File: config.mk
export PLATFORM = sky130hd
export DESIGN_NAME = seg_num_fmt
export DESIGN_NICKNAME = d
export VERILOG_FILES = /design/src/rtl/seg_num_fmt.sv
export SDC_FILE = /design/constraint.sdc
export NUM_CORES = 1
export LEC_CHECK = 0
export ABC_AREA = 1
export CAP_MARGIN = 20
export CORE_ASPECT_RATIO = 1.25
export CORE_MARGIN = 8
export CORE_UTILIZATION = 40
export DETAILED_ROUTE_END_ITERATION = 6
export HOLD_SLACK_MARGIN = 0.08
export PLACE_DENSITY = 0.72
export SLEW_MARGIN = 10
export SYNTH_ARGS = -nofsm -noshare
export SYNTH_HDL_FRONTEND = slang
export SYNTH_SLANG_ARGS = --single-unit
File: constraint.sdc
create_clock -name clk -period 2.4 [get_ports clk]
set_input_delay 0.24 -clock clk [delete_from_list [all_inputs] [get_ports clk]]
set_output_delay 0.24 -clock clk [all_outputs]
set_load 0.005 [all_outputs]
File: src/rtl/seg_num_fmt.sv
// Six-digit display formatter: binary input to decimal (double-dabble) or hex bytes,
// with leading-zero blanking and a fixed "ERR" pattern for out-of-range decimal values.
module seg_num_fmt #(
  parameter int unsigned BIN_W   = 20,
  parameter int unsigned DEC_MAX = 999_999
) (
  input  logic             clk,
  input  logic             rst,
  input  logic             start,
  input  logic [BIN_W-1:0] bin,
  input  logic             hex_mode,
  input  logic             lz_en,
  output logic             busy,
  output logic [47:0]      seg_din,
  output logic             seg_din_vld,
  output logic [5:0]       seg_din_mask,
  output logic             ovf
);

  localparam int unsigned DIG_W = 24;
  localparam int unsigned SR_W  = BIN_W + DIG_W;
  localparam int unsigned CNT_W = $clog2(BIN_W + 1);
  localparam logic [47:0] ERR_BYTES = 48'h0E_52_52_FF_FF_FF;
  localparam logic [5:0]  ERR_MASK  = 6'b111000;

  typedef enum logic [1:0] {IDLE, CONV, OUT} state_t;

  state_t           state;
  logic [SR_W-1:0]  sr;
  logic [CNT_W-1:0] cnt;
  logic             lz_q;

  logic [DIG_W-1:0] bcd_adj_c;
  logic [SR_W-1:0]  sr_step_c;
  logic [DIG_W-1:0] bcd_fin_c;
  logic [DIG_W-1:0] hex_dig_c;
  logic             dec_ovf_c;

  // Spread six 4-bit digits into six zero-extended display bytes.
  function automatic logic [47:0] nib_bytes(input logic [DIG_W-1:0] d);
    logic [47:0] b;
    b = '0;
    for (int k = 0; k < 6; k++) begin
      b[8*k +: 8] = {4'h0, d[4*k +: 4]};
    end
    return b;
  endfunction

  // Blank zero bytes from the most significant end; byte 0 always stays lit.
  function automatic logic [5:0] lz_mask(input logic [47:0] d);
    logic [5:0] m;
    logic       leading;
    m       = '0;
    leading = 1'b1;
    for (int k = 5; k >= 1; k--) begin
      if (leading && (d[8*k +: 8] == 8'h00)) begin
        m[5-k] = 1'b1;
      end else begin
        leading = 1'b0;
      end
    end
    return m;
  endfunction

  // One double-dabble step: +3 on every BCD digit >= 5, then shift left.
  always_comb begin
    bcd_adj_c = sr[SR_W-1 -: DIG_W];
    for (int k = 0; k < 6; k++) begin
      if (bcd_adj_c[4*k +: 4] >= 4'd5) begin
        bcd_adj_c[4*k +: 4] = bcd_adj_c[4*k +: 4] + 4'd3;
      end
    end
    sr_step_c = {bcd_adj_c, sr[BIN_W-1:0]} << 1;
    bcd_fin_c = sr_step_c[SR_W-1 -: DIG_W];
  end

  assign hex_dig_c = DIG_W'(bin);
  assign dec_ovf_c = (64'(bin) > 64'(DEC_MAX));

  always_ff @(posedge clk or posedge rst) begin
    if (rst) begin
      state        <= IDLE;
      sr           <= '0;
      cnt          <= '0;
      lz_q         <= 1'b0;
      busy         <= 1'b0;
      seg_din      <= '0;
      seg_din_vld  <= 1'b0;
      seg_din_mask <= '0;
      ovf          <= 1'b0;
    end else begin
      seg_din_vld <= 1'b0;
      case (state)
        IDLE: begin
          if (start) begin
            busy <= 1'b1;
            lz_q <= lz_en;
            if (hex_mode) begin
              seg_din      <= nib_bytes(hex_dig_c);
              seg_din_mask <= lz_en ? lz_mask(nib_bytes(hex_dig_c)) : 6'b000000;
              ovf          <= 1'b0;
              seg_din_vld  <= 1'b1;
              state        <= OUT;
            end else if (dec_ovf_c) begin
              seg_din      <= ERR_BYTES;
              seg_din_mask <= ERR_MASK;
              ovf          <= 1'b1;
              seg_din_vld  <= 1'b1;
              state        <= OUT;
            end else begin
              sr    <= {{DIG_W{1'b0}}, bin};
              cnt   <= '0;
              state <= CONV;
            end
          end
        end
        CONV: begin
          sr  <= sr_step_c;
          cnt <= cnt + CNT_W'(1);
          // Last step: publish the result straight from the stepped value.
          if (cnt == CNT_W'(BIN_W - 1)) begin
            seg_din      <= nib_bytes(bcd_fin_c);
            seg_din_mask <= lz_q ? lz_mask(nib_bytes(bcd_fin_c)) : 6'b000000;
            ovf          <= 1'b0;
            seg_din_vld  <= 1'b1;
            state        <= OUT;
          end
        end
        OUT: begin
          busy  <= 1'b0;
          state <= IDLE;
        end
        default: begin
          busy  <= 1'b0;
          state <= IDLE;
        end
      endcase
    end
  end

endmodule
## Yosys cells after proc, flatten, opt, wreduce, memory -nomap -nowiden

Cells that the tools add are included.
W data, S select, Z words.

- Input bits: 25
- Register bits after elaboration: 109

- Bitwise gates (word level): 1
- Equal/unequal tests: 7
- Reductions and logical operators: 24
- Order comparisons: 7
- Mux-type cells: 78
- Add/subtract/negate cells: 7

Operators by type and width:

| cell | count |
|---|---|
| $mux W48 | 4 |
| $mux W44 | 3 |
| $pmux W48 S2 | 1 |
| $pmux W44 S2 | 1 |
| $mux W1 | 44 |
| $logic_not A4 Y1 | 9 |
| $mux W5 | 5 |
| $ge A4 B3 Y1 const B | 6 |
| $mux W6 | 4 |
| $add A4 B2 Y4 const B | 5 |
| $gt A20 B20 Y1 const B | 1 |
| $mux W4 | 5 |
| $pmux W6 S2 | 1 |
| $pmux W5 S2 | 1 |
| $logic_and A1 B1 Y1 | 8 |
| $mux W2 | 4 |
| $ne A2 B2 Y1 const B | 4 |
| $reduce_and A4 Y1 | 2 |
| $pmux W1 S2 | 3 |
| $reduce_and A2 Y1 | 3 |
| $add A5 B1 Y5 const B | 1 |
| $eq A5 B5 Y1 const B | 1 |
| $pmux W2 S2 | 1 |
| $add A3 B2 Y3 const B | 1 |
| other kinds (6) | 6 |

## Logic depth before layout (Yosys ltp)

- Word-level depth: 24
- Depth in mapped cells: 13
- Gate-level depth less buffers: 13

## Least setup slack after synthesis

No wires, ideal clock.

- Path kind: register to register
- Start point: register sr[36]
- End point: register seg_din_mask[4]
- Buffers on the path: 0
- Required time: 2.323 ns
- Setup time: 0.077 ns
- Arrival: 1.479 ns
- Clock period less this slack: 1.556 ns
- Stages on the path, launching flop included: 13
- Setup slack: 0.844 ns
- Path through: dfrtp_1 -> inv_1 -> ha_1 -> inv_1 -> nand2_1 -> nand3_1 -> nand2_1 -> o21ai_0 -> nor2_1 -> nand2_1 -> nor2_2 -> nand3_1 -> a21oi_1

- Cells in the longest elaborated chain, start to end: 23
- Elaborated cells on any way between the ends: 25
- Those cells by class: 1 x add/sub; 1 x order compare; 17 x mux; 6 x reduce/logical

RTL lines:

| element | line | source |
|---|---|---|
| start: declaration | 29 | `logic [SR_W-1:0] sr;` |
| start signal: assignment | 111 | `sr <= {{DIG_W{1'b0}}, bin};` |
| start signal: assignment | 118 | `sr <= sr_step_c;` |
| $add A4 B2 Y4 / $ge A4 B3 Y1 (equally long branches) | 70, 69 |  |
| $mux W4 * | 69 | `if (bcd_adj_c[4*k +: 4] >= 4'd5) begin` |
| $logic_not A4 Y1 | 56 | `if (leading && (d[8*k +: 8] == 8'h00)) begin` |
| $mux W1 | 56 |  |
| $mux W1 | 121 | `if (cnt == CNT_W'(BIN_W - 1)) begin` |
| $mux W1 | 93 | `case (state)` |
| $logic_and A1 B1 Y1 | 56 |  |
| $mux W1 * | 56 |  |
| (+7 left out) | - |  |
| $mux W1 * | 56 |  |
| $mux W1 * | 121 |  |
| $mux W1 * | 93 |  |
| $logic_and A1 B1 Y1 * | 56 |  |
| $mux W1 * | 56 |  |
| $mux W5 * | 123 | `seg_din_mask <= lz_q ? lz_mask(nib_bytes(bcd_fin_c)) : 6'b000000;` |
| $mux W6 * | 121 |  |
| $pmux W6 S2 * | 93 |  |
| end signal: assignment | 100 | `seg_din_mask <= lz_en ? lz_mask(nib_bytes(hex_dig_c)) : 6'b000000;` |
| end signal: assignment | 123 |  |
| end: declaration | 16 | `output logic [5:0] seg_din_mask,` |

Every way passes the cells marked *; elsewhere a longest branch is shown, timed or not. The select of a mux whose other input is x is not followed.
A chain may end at the register's enable or synchronous reset.

## Worst setup path in the final report

- Start point: register cnt[0]
- End point: register seg_din_mask[3]

- Cells in the longest elaborated chain, start to end: 3

RTL lines:

| element | line | source |
|---|---|---|
| start: declaration | 30 | `logic [CNT_W-1:0] cnt;` |
| start signal: assignment | 119 | `cnt <= cnt + CNT_W'(1);` |
| $eq A5 B5 Y1 | 121 |  |
| $ne A2 B2 Y1 (no line) | - |  |
| $reduce_and A4 Y1 (no line) | - |  |

No other way between the ends.

==> flow_metrics.tcl <==
set metrics [dict create \
    cp.depth 9 \
    drtPass1Iterations 5 \
    postCtsSetupBuffers 0 \
    syn_area_um2 4650 \
    critPathLaunch "cnt[0]" \
    buffer_levels_on_the_longest_clock_path 2 \
    post-dp-hpwl_mm 8.65 \
    route.detailed.drc 0 \
    power_density_nw_per_um2 1320 \
    worstPathRequired_ns 2.67 \
    clkLatencyLatePin_ns 0.34 \
    synthesis.instances 626 \
    met1_usage 0.188 \
    timing.final.crit_share 0.822 \
    max_freq_mhz 507 \
    synth_seq_area_share 0.452 \
    cts-buffers-inserted 9 \
    maxCapViolCount 0 \
    grt_util_met2 0.277 \
    layout_commonest_cell "sky130_fd_sc_hd__nand2_1" \
    synth_area_leaders "sky130_fd_sc_hd__dfrtp_1, sky130_fd_sc_hd__nand2_1, sky130_fd_sc_hd__o21ai_0, sky130_fd_sc_hd__inv_1, sky130_fd_sc_hd__buf_4" \
    finalSetupViolations 0 \
    synth_top_family_by_area "simple AND/OR/NAND/NOR gates" \
    reg2reg_slack_ns 0.43 \
    grt_util_all_layers 0.162 \
    io_buffer_count 73 \
    r2r_start "cnt[0]" \
    worst_slew_pin_slew_ns 0.673 \
    post_synth_num_cell_types 26 \
    max_stage_delay_ns 0.44 \
    routed_wirelength_mm 11.9 \
    period_needed_ns 1.97 \
    criticalPathCategory "reg -> reg" \
    final_core_util 0.491 \
    area.growth.synth_to_final_pct 21.5 \
    share_clk_of_total_power 0.181 \
    n_antenna_cell 0 \
    synth_top_cell_area_share 0.452 \
    die_h_um 137 \
    use_met3 0.0428 \
    grt_antenna_before_repair 0 \
    power_leakage_nw 2.87 \
    layout.cells.most_common_list "sky130_fd_sc_hd__nand2_1, sky130_fd_sc_hd__dfrtp_1, sky130_fd_sc_hd__clkdlybuf4s50_1" \
    cp.buffers_inverters 1 \
    worstSetupEndpoint "seg_din_mask[3]" \
    grt_start_max_net_pins 52 \
    standard_cell_area_after_detailed_placement_um2 5360 \
    power_switching_mw 3.03 \
    layout-drive-gt1-share 0.0513 \
    slew_viol_final 0 \
    postCtsHoldBufs 0 \
    path_cells "ha_1 -> nand2_1 -> nor3_1 -> nor2_1 -> nor2_1 -> nand2_1 -> inv_2 -> nor2_1 -> a21oi_1" \
    rsz0062_at_grt "false" \
    critPathMaxFanout 29 \
    synth-simple-area-share 0.273 \
    intPower_mw 4.41 \
    die_area_um2 15400 \
    num_rows 44 \
    grt.overflow.total 0 \
    post_drt_via_cell_ratio 5.04 \
    outcome "finished clean" \
    yosys.area_share.xor_xnor 0.0113 \
    setup-tns-final_ns 0 \
    worst_ir_drop_vdd_uv 514 \
    swShare 0.407 \
    finalHoldViolCount 0 \
    number_of_global_route_vias_before_repair 4150 \
    path_common_cell "sky130_fd_sc_hd__nor2_1" \
    ant_nets 0 \
    cts.clk_slew.worst_paths_ns 0.06 \
    gp_congestion 0.858 \
    synthDominantAreaCellType "sky130_fd_sc_hd__dfrtp_1" \
    postSynthAreaPerCell_um2 7.43 \
    finish.net_count 716 \
    endpoint_kind "register" \
    drtIter0Drc 273 \
    crit_path_top_delay_cell "sky130_fd_sc_hd__inv_2" \
    arrival_ns 2.24 \
    cts_tree "built" \
    post_synth_fa_ha_maj_area_fraction 0.0350 \
    final.setup.worst_slack_ns 0.428 \
    cp-start-kind "register" \
    detail_routed_net_length_per_standard_cell_um 14.5 \
    synth.area.mux_share 0.00215 \
    min_path_type "in -> async" \
    maximum_level_of_the_cts_h_tree 3 \
    skew_ns 0.00424 \
    cts_num_sinks 84 \
    comb_power_share 0.489 \
    clk_root_buffer_cell "sky130_fd_sc_hd__clkbuf_16" \
    power_mw 7.43 \
    grt_first_pass_wirelength_mm 19.8 \
    slew_headroom 0.550 \
    grt.busiest_layer "met2" \
    via_count 4130 \
    top_delay_family_on_crit_path "simple AND/OR/NAND/NOR gates" \
    post_route_design_area_um2 5650 \
    yosys_warnings 0 \
    preCtsSetupSlack_ns 0.343 \
    coreArea_um2 11500 \
    flop_pwr_share 0.331 \
    boundaryPins 82 \
    cts_resized 0 \
    synth-compound-area-share 0.102 \
    worstRegToRegCells 9 \
    initial_utilization 0.404 \
    ffs_latches_synth 84 \
    end_of_the_worst_register_to_register_path "seg_din_mask[3]" \
    die_w_um 112 \
]
cells by family after synthesis:
kind of cell	Yosys count
AND/OR/NAND/NOR	313
buffers and inverters	116
AO/OA/AOI/OAI	92
flip-flops	84
adder cells (fa/ha/maj)	13
XOR/XNOR	6
other	1
multiplexers	1
layer usage:
layer,wire [um],part of all wire,vias to the layer above
met1,5000,0.42,1962
li1,-,-,2035
met3,716,0.060,25
met5,0,0,-
met4,290,0.024,0
met2,5880,0.49,108
sequential cells by signal, summed over array words and instances (netlist names):
| signal | flops |
|---|---|
| sr | 44 |
| state | 2 |
| cnt | 5 |
| seg_din_mask | 5 |
| seg_din_vld | 1 |
| seg_din | 25 |
| lz_q | 1 |
| busy | 1 |
how the worst min path moves through the flow:
| stage | from | end | slack [ns] | cells past startpoint |
|---|---|---|---|---|
| 2_1_floorplan | bin[0] | sr[0] | 0.38 | 2 |
| 4_1_cts | rst | seg_din_vld | 0.37 | 2 |
| 5_1_grt | rst | seg_din_vld | 0.41 | 2 |
| 3_5_place_dp | sr[23] | sr[23] | 0.46 | 2 |
| 3_3_place_gp | sr[23] | sr[23] | 0.46 | 2 |
| 6_report | rst | seg_din_vld | 0.35 | 2 |
cell type report:
cell class | instances | area [um^2]
fillers | 1103 | 5860
inverters | 69 | 263
multi-input cells | 433 | 2000
clock buffers | 14 | 284
flip-flops and latches | 84 | 2100
repair buffers | 81 | 828
clock inverters | 1 | 5.00
well taps | 138 | 173
metrics by stage:
stage / cells / hold WS [ns]
6_report: 820 / 0.347
5_1_grt: 820 / 0.405
4_1_cts: 820 / 0.369
3_5_place_dp: 805 / 0.461
3_3_place_gp: 805 / 0.457
2_1_floorplan: 633 / 0.381
Yosys cell counts:
cell,n
sky130_fd_sc_hd__nor2_1,52
sky130_fd_sc_hd__nand2_1,206
sky130_fd_sc_hd__o21a_1,2
sky130_fd_sc_hd__nor2_2,2
sky130_fd_sc_hd__buf_4,28
sky130_fd_sc_hd__or2_2,4
sky130_fd_sc_hd__clkbuf_1,9
sky130_fd_sc_hd__o21ai_0,49
sky130_fd_sc_hd__o31ai_1,1
sky130_fd_sc_hd__inv_1,64
sky130_fd_sc_hd__inv_2,5
sky130_fd_sc_hd__dfrtp_1,84
sky130_fd_sc_hd__buf_2,6
sky130_fd_sc_hd__nor2_4,1
sky130_fd_sc_hd__conb_1,1
sky130_fd_sc_hd__nand3_1,35
sky130_fd_sc_hd__nor3_1,5
sky130_fd_sc_hd__ha_1,13
sky130_fd_sc_hd__a21oi_1,37
sky130_fd_sc_hd__mux2i_1,1
sky130_fd_sc_hd__buf_6,4
sky130_fd_sc_hd__o211ai_1,1
sky130_fd_sc_hd__a21o_1,1
sky130_fd_sc_hd__nand4_1,8
sky130_fd_sc_hd__o21ai_1,1
sky130_fd_sc_hd__xor2_1,6
power groups by stage:
| stage | clock, mW | combinational [mW] | sequential (mW) |
|---|---|---|---|
| after floorplan | 0 | 2.44 | 2.39 |
| after global placement | 0 | 3.51 | 2.44 |
| after detailed placement | 0 | 3.64 | 2.47 |
| after CTS | 1.37 | 3.66 | 2.46 |
| after global routing | 1.43 | 4.12 | 2.54 |
| final | 1.34 | 3.63 | 2.46 |
Note: power is estimated with default switching activity, not from simulation.
